### src/rtl/spi_ram_pkg.sv
// Shared command codes and FSM state encodings for the SPI-attached RAM controller.
package spi_ram_pkg;

  localparam logic [1:0] CMD_WR_ADDR = 2'b00;
  localparam logic [1:0] CMD_WR_DATA = 2'b01;
  localparam logic [1:0] CMD_RD_ADDR = 2'b10;
  localparam logic [1:0] CMD_RD_DATA = 2'b11;

  localparam logic [1:0] IDLE     = 2'd0;
  localparam logic [1:0] RD_FETCH = 2'd1;
  localparam logic [1:0] RD_HOLD  = 2'd2;

endpackage

### src/rtl/sp_ram_core.sv
// Single-port RAM: synchronous write, registered read (one-cycle read latency).
module sp_ram_core #(
  parameter int DEPTH  = 256,
  parameter int DATA_W = 8,
  parameter int ADDR_W = $clog2(DEPTH)
) (
  input  logic              clk,
  input  logic              we,
  input  logic [ADDR_W-1:0] addr,
  input  logic [DATA_W-1:0] wdata,
  output logic [DATA_W-1:0] rdata
);

  logic [DATA_W-1:0] mem [DEPTH];

  // NOTE: no reset on the array or read register so this maps onto block RAM.
  always_ff @(posedge clk) begin
    if (we) mem[addr] <= wdata;
    rdata <= mem[addr];
  end

endmodule

### src/rtl/spi_ram_ctrl.sv
// Decodes 10-bit SPI words into address/data commands against a single-port RAM
// and returns read data to the SPI slave with a valid flag held until the next command.
module spi_ram_ctrl
  import spi_ram_pkg::*;
#(
  parameter int MEM_DEPTH = 256,
  parameter int ADDR_SIZE = 8,
  parameter int DATA_SIZE = 8,
  parameter bit AUTO_INC  = 1'b1
) (
  input  logic                 clk,
  input  logic                 rst_n,
  input  logic [ADDR_SIZE+1:0] din,
  input  logic                 rx_valid,
  output logic [DATA_SIZE-1:0] dout,
  output logic                 tx_valid,
  output logic                 busy
);

  localparam int MEM_AW = $clog2(MEM_DEPTH);

  logic                 rx_valid_d;
  logic [1:0]           state;
  logic [MEM_AW-1:0]    wr_addr;
  logic [MEM_AW-1:0]    rd_addr;
  logic                 pend_valid;
  logic [ADDR_SIZE+1:0] pend_word;

  logic                 accept;
  logic                 exec_valid;
  logic [ADDR_SIZE+1:0] exec_word;
  logic [1:0]           exec_cmd;
  logic [MEM_AW-1:0]    exec_addr;
  logic                 ram_we;
  logic [MEM_AW-1:0]    ram_addr;
  logic [DATA_SIZE-1:0] ram_rdata;

  // Wraps at MEM_DEPTH even when the depth is not a power of two.
  function automatic logic [MEM_AW-1:0] addr_next(input logic [MEM_AW-1:0] a);
    return (a == MEM_AW'(MEM_DEPTH - 1)) ? '0 : a + MEM_AW'(1);
  endfunction

  assign accept = rx_valid & ~rx_valid_d;
  assign busy   = (state == RD_FETCH);

  // A parked word takes priority so commands always execute in arrival order.
  // NOTE: every always_comb output gets a default up front so no latch is inferred.
  always_comb begin
    exec_word  = din;
    exec_valid = 1'b0;
    if (state != RD_FETCH) begin
      exec_word  = pend_valid ? pend_word : din;
      exec_valid = pend_valid | accept;
    end
  end

  assign exec_cmd  = exec_word[ADDR_SIZE+1:ADDR_SIZE];
  assign exec_addr = exec_word[MEM_AW-1:0];
  assign ram_we    = exec_valid && (exec_cmd == CMD_WR_DATA);
  assign ram_addr  = ram_we ? wr_addr : rd_addr;

  sp_ram_core #(
    .DEPTH  (MEM_DEPTH),
    .DATA_W (DATA_SIZE),
    .ADDR_W (MEM_AW)
  ) u_ram (
    .clk   (clk),
    .we    (ram_we),
    .addr  (ram_addr),
    .wdata (exec_word[DATA_SIZE-1:0]),
    .rdata (ram_rdata)
  );

  // An edge that cannot execute this cycle is parked in a one-deep slot.
  always_ff @(posedge clk or negedge rst_n) begin
    if (!rst_n) begin
      rx_valid_d <= 1'b0;
      pend_valid <= 1'b0;
      pend_word  <= '0;
    end else begin
      rx_valid_d <= rx_valid;
      if (accept && (state == RD_FETCH || pend_valid)) begin
        pend_valid <= 1'b1;
        pend_word  <= din;
      end else if (exec_valid) begin
        pend_valid <= 1'b0;
      end
    end
  end

  always_ff @(posedge clk or negedge rst_n) begin
    if (!rst_n) begin
      wr_addr <= '0;
      rd_addr <= '0;
    end else if (exec_valid) begin
      unique case (exec_cmd)
        CMD_WR_ADDR: wr_addr <= exec_addr;
        CMD_WR_DATA: if (AUTO_INC) wr_addr <= addr_next(wr_addr);
        CMD_RD_ADDR: rd_addr <= exec_addr;
        CMD_RD_DATA: if (AUTO_INC) rd_addr <= addr_next(rd_addr);
        default: ;
      endcase
    end
  end

  // The RAM captures rd_addr on the accept edge; its output is moved to dout one cycle later.
  always_ff @(posedge clk or negedge rst_n) begin
    if (!rst_n) begin
      state    <= IDLE;
      dout     <= '0;
      tx_valid <= 1'b0;
    end else begin
      case (state)
        RD_FETCH: begin
          dout     <= ram_rdata;
          tx_valid <= 1'b1;
          state    <= RD_HOLD;
        end
        default: begin
          if (exec_valid) begin
            tx_valid <= 1'b0;
            state    <= (exec_cmd == CMD_RD_DATA) ? RD_FETCH : IDLE;
          end
        end
      endcase
    end
  end

endmodule
### config.mk
export PLATFORM = sky130hd
export DESIGN_NAME = spi_ram_ctrl
export DESIGN_NICKNAME = d
export VERILOG_FILES = /design/src/rtl/spi_ram_pkg.sv /design/src/rtl/sp_ram_core.sv /design/src/rtl/spi_ram_ctrl.sv
export SDC_FILE = /design/constraint.sdc
export NUM_CORES = 2
export LEC_CHECK = 0
export BUFFER_PORTS_ARGS = -buffer_cell sky130_fd_sc_hd__buf_2
export CAP_MARGIN = 20
export CORE_ASPECT_RATIO = 2
export CORE_MARGIN = 2
export CORE_UTILIZATION = 60
export DETAILED_ROUTE_END_ITERATION = 10
export PLACE_DENSITY = 0.74
export SYNTH_ARGS = -nofsm -noshare
export SYNTH_HDL_FRONTEND = slang
export SYNTH_HIERARCHICAL = 1
export SYNTH_SLANG_ARGS = --single-unit
### constraint.sdc
create_clock -name clk -period 6.7 [get_ports clk]
set_input_delay 0.335 -clock clk [delete_from_list [all_inputs] [get_ports clk]]
set_output_delay 0.335 -clock clk [all_outputs]
set_load 0.02 [all_outputs]
# After elaboration in Yosys (flattened, before gate mapping)
# Memory sizes are Yosys's and may differ from the RTL's. A register that Yosys moved wholly into a read port is not among the register bits.
# Cells that the tools add are included.
[totals]
mem_count = 1
wordCells = 47
output_inout_bits = 10
in_bits = 13
ff_bits = 39
ramBits = 2048
[classes]
bitwise = 3
addsub = 2
n_eq_ne = 7
muxes = 16
n_reduce_logical = 10
[memory_table]
columns = ["name", "words", "width", "read_ports", "rd_ports_with_merged_regs", "wr", "line", "rtl"]
rows = [
  ["u_ram.mem", 256, 8, 1, 1, 1, "sp_ram_core.sv:14", "logic [DATA_W-1:0] mem [DEPTH];"],
]
[ops]
columns = ["cell", "count"]
rows = [
  ["$pmux W8 S2", 2],
  ["$mux W8", 3],
  ["$mux W10", 2],
  ["$add A8 B1 Y8 const B", 2],
  ["$eq A8 B8 Y1 const B", 2],
  ["$reduce_bool A2 Y1", 4],
  ["$mux W1", 7],
  ["$eq A2 B1 Y1 const B", 2],
  ["$eq A2 B2 Y1 const B", 2],
  ["$mux W2", 2],
  ["$reduce_and A2 Y1", 2],
  ["$logic_and A1 B1 Y1", 2],
  ["$logic_not A2 Y1", 1],
  ["$ne A2 B1 Y1 const B", 1],
  ["$and A1 B1 Y1", 1],
  ["$logic_or A1 B1 Y1", 1],
  ["$not A1 Y1", 1],
  ["$or A1 B1 Y1", 1],
]

# Depth between registers and ports, before layout
[logic_depth]
ltp_word = 7
depth_mapped = 16
depth_no_buf = 10

# Cells and area by module
# The synthesis kept the hierarchy.
[modules_own_cells]
columns = ["mod", "cells_per_inst", "n_inst", "area_per_inst_um2", "seq_area_each_um2"]
rows = [
  ["sp_ram_core", 3547, 1, 78492.8, 61659.1],
  ["spi_ram_ctrl", 240, 1, 2255.9, 950.9],
]

# Worst setup path before layout
# No wires, ideal clock.
[synth_timing]
path_kind = "register to register"
from = "reg, netlist name tx_valid"
to = "mem u_ram.mem[0][5] (data pin)"
setup_time_ns = 0.825
n_path_buf = 2
setup_slack_ns = 1.776
period_less_slack_ns = 4.924
t_required_ns = 5.875
arrival_time_ns = 4.100
stages_incl_launch_ff = 7
cell_sequence = "dfrtp_1 nand2b_4 and2_4 buf_6 buf_6 nand2_1 nand2_1"
[synth_lines]
columns = ["element", "line"]
rows = [
  ["end: declaration", "sp_ram_core.sv:14"],
]

# Final worst setup path
[layout_timing]
from = "reg pend_valid"
to = "reg u_ram.rdata[5] (read register of u_ram.mem)"
[layout_via]
elab_chain_len = 5
[layout_lines]
columns = ["element", "line", "rtl"]
rows = [
  ["start: declaration", "spi_ram_ctrl.sv:26", "logic pend_valid;"],
  ["start signal: assignment", "spi_ram_ctrl.sv:78", "pend_valid <= 1'b0;"],
  ["start signal: assignment", "spi_ram_ctrl.sv:83", "pend_valid <= 1'b1;"],
  ["start signal: assignment", "spi_ram_ctrl.sv:86", "pend_valid <= 1'b0;"],
  ["$mux W10", "spi_ram_ctrl.sv:52", "exec_word = pend_valid ? pend_word : din;"],
  ["$mux W10", "spi_ram_ctrl.sv:51", "if (state != RD_FETCH) begin"],
  ["$eq A2 B1 Y1", "spi_ram_ctrl.sv:59", "assign ram_we = exec_valid && (exec_cmd == CMD_WR_DATA);"],
  ["$logic_and A1 B1 Y1 *", "spi_ram_ctrl.sv:59", ""],
  ["$mux W8 *", "spi_ram_ctrl.sv:60", "assign ram_addr = ram_we ? wr_addr : rd_addr;"],
  ["via ram_addr[1]", "spi_ram_ctrl.sv:35", "logic [MEM_AW-1:0] ram_addr;"],
  ["end: declaration", "sp_ram_core.sv:11", "output logic [DATA_W-1:0] rdata"],
]
# Mark *: on every way through the listed nets, which the timed path passes. The rest lies on a longest branch.
# A chain may end at the register's enable or synchronous reset.

==> impl_metrics.json <==
{
  "cp.required_ns": 7.32,
  "synth_edf_count": 2048,
  "drive_above_1_share_pct": 23.95,
  "cts_htree_levels": 4,
  "antenna_found_initial": 2,
  "worstPathMaxFanout": 77,
  "ys.flop_type": "edfxtp_1",
  "synth_cells": 3787,
  "core_area_um2": 133800,
  "slew_headroom_pct": 18.52,
  "fin_crit_ns": 5.497,
  "cts.reportedPaths.clkPinSlew_ns": 0.07,
  "first_pass_iters": 5,
  "synth.cell_area_um2": 80750,
  "grtUsageTotal_pct": 28.30,
  "numClockSinks": 2094,
  "setup_ws_ns": 1.203,
  "dieHeight_um": 522.8,
  "postLayoutCellArea_um2": 88880,
  "yosysUniqueCellTypes": 55,
  "dp_hpwl_mm": 117.4,
  "dr.first_iter.drc_count": 4630,
  "ant_nets": 0,
  "async_flop_share_pct": 1.815,
  "path_class": "register to register",
  "cp-start-kind": "register",
  "die-area_um2": 137700,
  "drv_slew": 0,
  "fin_skew_ns": 0.05947,
  "grt_remaining_overflow": 0,
  "clockBufferDepth": 4,
  "routabilityCongestion": 0.8729,
  "fmax_mhz": 181.9,
  "setup-tns-final_ns": 0,
  "avgSynthCellArea_um2": 21.32,
  "synth_nets": 3802,
  "leakagePower_nw": 27.24,
  "cts_buffers": 172,
  "yosysWarnings": 6,
  "ioPinCount": 23,
  "status": "completed",
  "start_util_pct": 60.33,
  "synth.yosys.seq_area_share_pct": 77.54,
  "grt_max_degree": 170,
  "arrival_ns": 6.12,
  "dpl_worst_slack_ns": 1.257,
  "grt_pass1_vias": 40450,
  "clock_latency_ns": 0.82,
  "finalHoldViolCount": 0,
  "row_count": 190,
  "syn_to_final_growth_pct": 10.07,
  "routedWlPerCell_um": 33.44,
  "tightest_slew_ns": 1.218,
  "io_buffers": 22,
  "nNetsFinal": 3901,
  "cts-root-buf": "clkbuf_16",
  "cap_violations": 0,
  "power_density_nw_per_um2": 391.7,
  "grt_pass1_wl_mm": 278.4,
  "rsz0062_at_grt": "no",
  "tritoncts": "done",
  "fp.dieW_um": 263.4,
  "vias": 39430,
  "wirelength_mm": 192.2,
  "min_path_type": "primary input to register",
  "via_per_inst": 6.862,
  "final_core_util_pct": 66.41,
  "ir_drop_mv": 0.3128,
  "dpl_cell_area_um2": 83200,
  "postSynthRegisterBits": 2094,
  "drc": 0,
  "setup-violations-final": 0,
  "endpoint_kind": "register",
  "post-route-period-util_pct": 82.04
}
==> final cells by class <==
| class | count | area [um2] |
|---|---|---|
| antenna | 6 | 15.01 |
| clock buffer | 208 | 4513 |
| clock inverter | 93 | 972.2 |
| fill | 8173 | 44960 |
| inverter | 8 | 37.54 |
| multi-input combinational | 1443 | 17170 |
| sequential | 2094 | 62610 |
| tap | 1728 | 2162 |
| timing repair buffer | 167 | 1395 |
==> repair_timing <==
item	CTS	global route
hold buffers	12	0
setup endpoints to repair	0	0
setup buffers	0	0
hold endpoints to repair	50	0
gates resized for setup	0	0
==> per-layer routing <==
| metal | part of all wire [%] | track usage, % | vias to the layer above |
|---|---|---|---|
| met3 | 7.4 | 3.855 | 484 |
| met2 | 54 | 50.74 | 2051 |
| met5 | 0.0052 | 0 | - |
| li1 | - | - | 16050 |
| met1 | 32 | 32.75 | 20850 |
| met4 | 6.6 | 16.44 | 2 |
==> worst max-delay path, cell delays in order, from the launching register on <==
cell and delay, ns:
dfrtp_1 0.53, or3_1 0.45, a21oi_2 0.17, buf_4 0.30, mux2_8 0.62, buf_12 0.40, buf_4 0.56, mux4_2 0.40
a22oi_1 0.28, a21oi_1 0.27, o41ai_1 0.94, nand4_1 0.18
==> worst paths after layout <==
| check | start | end | slack [ns] | cells after the start |
|---|---|---|---|---|
| worst max-delay path | pend_valid$_DFFE_PN0P_ | u_ram/rdata[5]$_DFF_P_ | 1.20 | 11 |
| worst min-delay path | rx_valid | rx_valid_d$_DFF_PN0_ | 0.22 | 2 |
| worst max register to register | pend_valid$_DFFE_PN0P_ | u_ram/rdata[5]$_DFF_P_ | 1.20 | 11 |
| worst min register to register | dout[7]$_DFFE_PN0P_ | dout[7]$_DFFE_PN0P_ | 0.48 | 2 |
| max in group asynchronous | rst_n | pend_word[0]$_DFFE_PN0P_ | 5.90 | 2 |
| min in group asynchronous | rst_n | dout[0]$_DFFE_PN0P_ | 0.23 | 2 |
==> synthesized netlist by cell type (5+ instances only) <==
| library cell | count | share of area (%) |
|---|---|---|
| a21oi_1 | 144 | 0.89 |
| a22oi_1 | 257 | 2.4 |
| and2_1 | 5 | 0.039 |
| buf_1 | 20 | 0.093 |
| buf_2 | 37 | 0.23 |
| buf_4 | 17 | 0.16 |
| buf_6 | 18 | 0.25 |
| clkbuf_1 | 150 | 0.70 |
| dfrtp_1 | 38 | 1.2 |
| dfxtp_1 | 8 | 0.20 |
| edfxtp_1 | 2048 | 76 |
| inv_1 | 8 | 0.037 |
| mux2_2 | 21 | 0.29 |
| mux2i_1 | 6 | 0.074 |
| mux4_2 | 512 | 14 |
| nand2_1 | 81 | 0.38 |
| nand2b_1 | 8 | 0.062 |
| nand3_1 | 20 | 0.12 |
| nand4_1 | 10 | 0.077 |
| nor2_1 | 241 | 1.1 |
| nor2b_1 | 10 | 0.077 |
| nor3_1 | 33 | 0.20 |
| o21ai_0 | 7 | 0.043 |
| o22a_1 | 6 | 0.065 |
| o41ai_1 | 32 | 0.35 |
==> logic make-up after synthesis <==
logic type               synth area share [%]
buffers and inverters                   1.466
AO/OA/AOI/OAI                           3.990
adder cells (fa/ha/maj)               0.03099
flip-flops                              77.54
AND/OR/NAND/NOR                         2.245
multiplexers                            14.73
==> flip-flops by register name, indices dropped and copies added, names as in the netlist <==
signal       flops
u_ram/mem     2048
pend_word       10
dout             8
rd_addr          8
u_ram/rdata      8
wr_addr          8
pend_valid       1
rx_valid_d       1
state            1
tx_valid         1
==> report_power, final <==
| group | internal, mW | switching, mW | total [mW] |
|---|---|---|---|
| sequential | 14.8 | 0.173 | 15.0 |
| clock | 5.54 | 4.44 | 9.99 |
| combinational | 3.95 | 5.92 | 9.87 |
| total | 24.3 | 10.5 | 34.8 |
==> through the flow <==
| step | hold WS [ns] | power [mW] | instances |
|---|---|---|---|
| final | 0.2166 | 34.82 | 5747 |
| after global routing | 0.2275 | 35.81 | 5742 |
| after CTS | 0.1762 | 34.91 | 5738 |
| after detailed placement | 0.4728 | 25.04 | 5425 |
| after global placement | 0.4675 | 24.89 | 5414 |
| after floorplan | 0.03941 | 21.98 | 3787 |
==> placed cells by master, fill, tap and decap left out, types with 19 or more instances in the layout <==
master and n:
buf_4 112, edfxtp_1 2048, clkinv_1 29, mux4_2 512, clkbuf_1 32, nor2_1 240, clkinv_2 25, o41ai_1 22
nor3_1 33, nand2_1 79, a22oi_1 257, buf_2 26, clkbuf_16 175, bufinv_16 19, nand3_1 20, a21oi_1 143
dfrtp_1 38
Power figures use the tool's default switching activity.
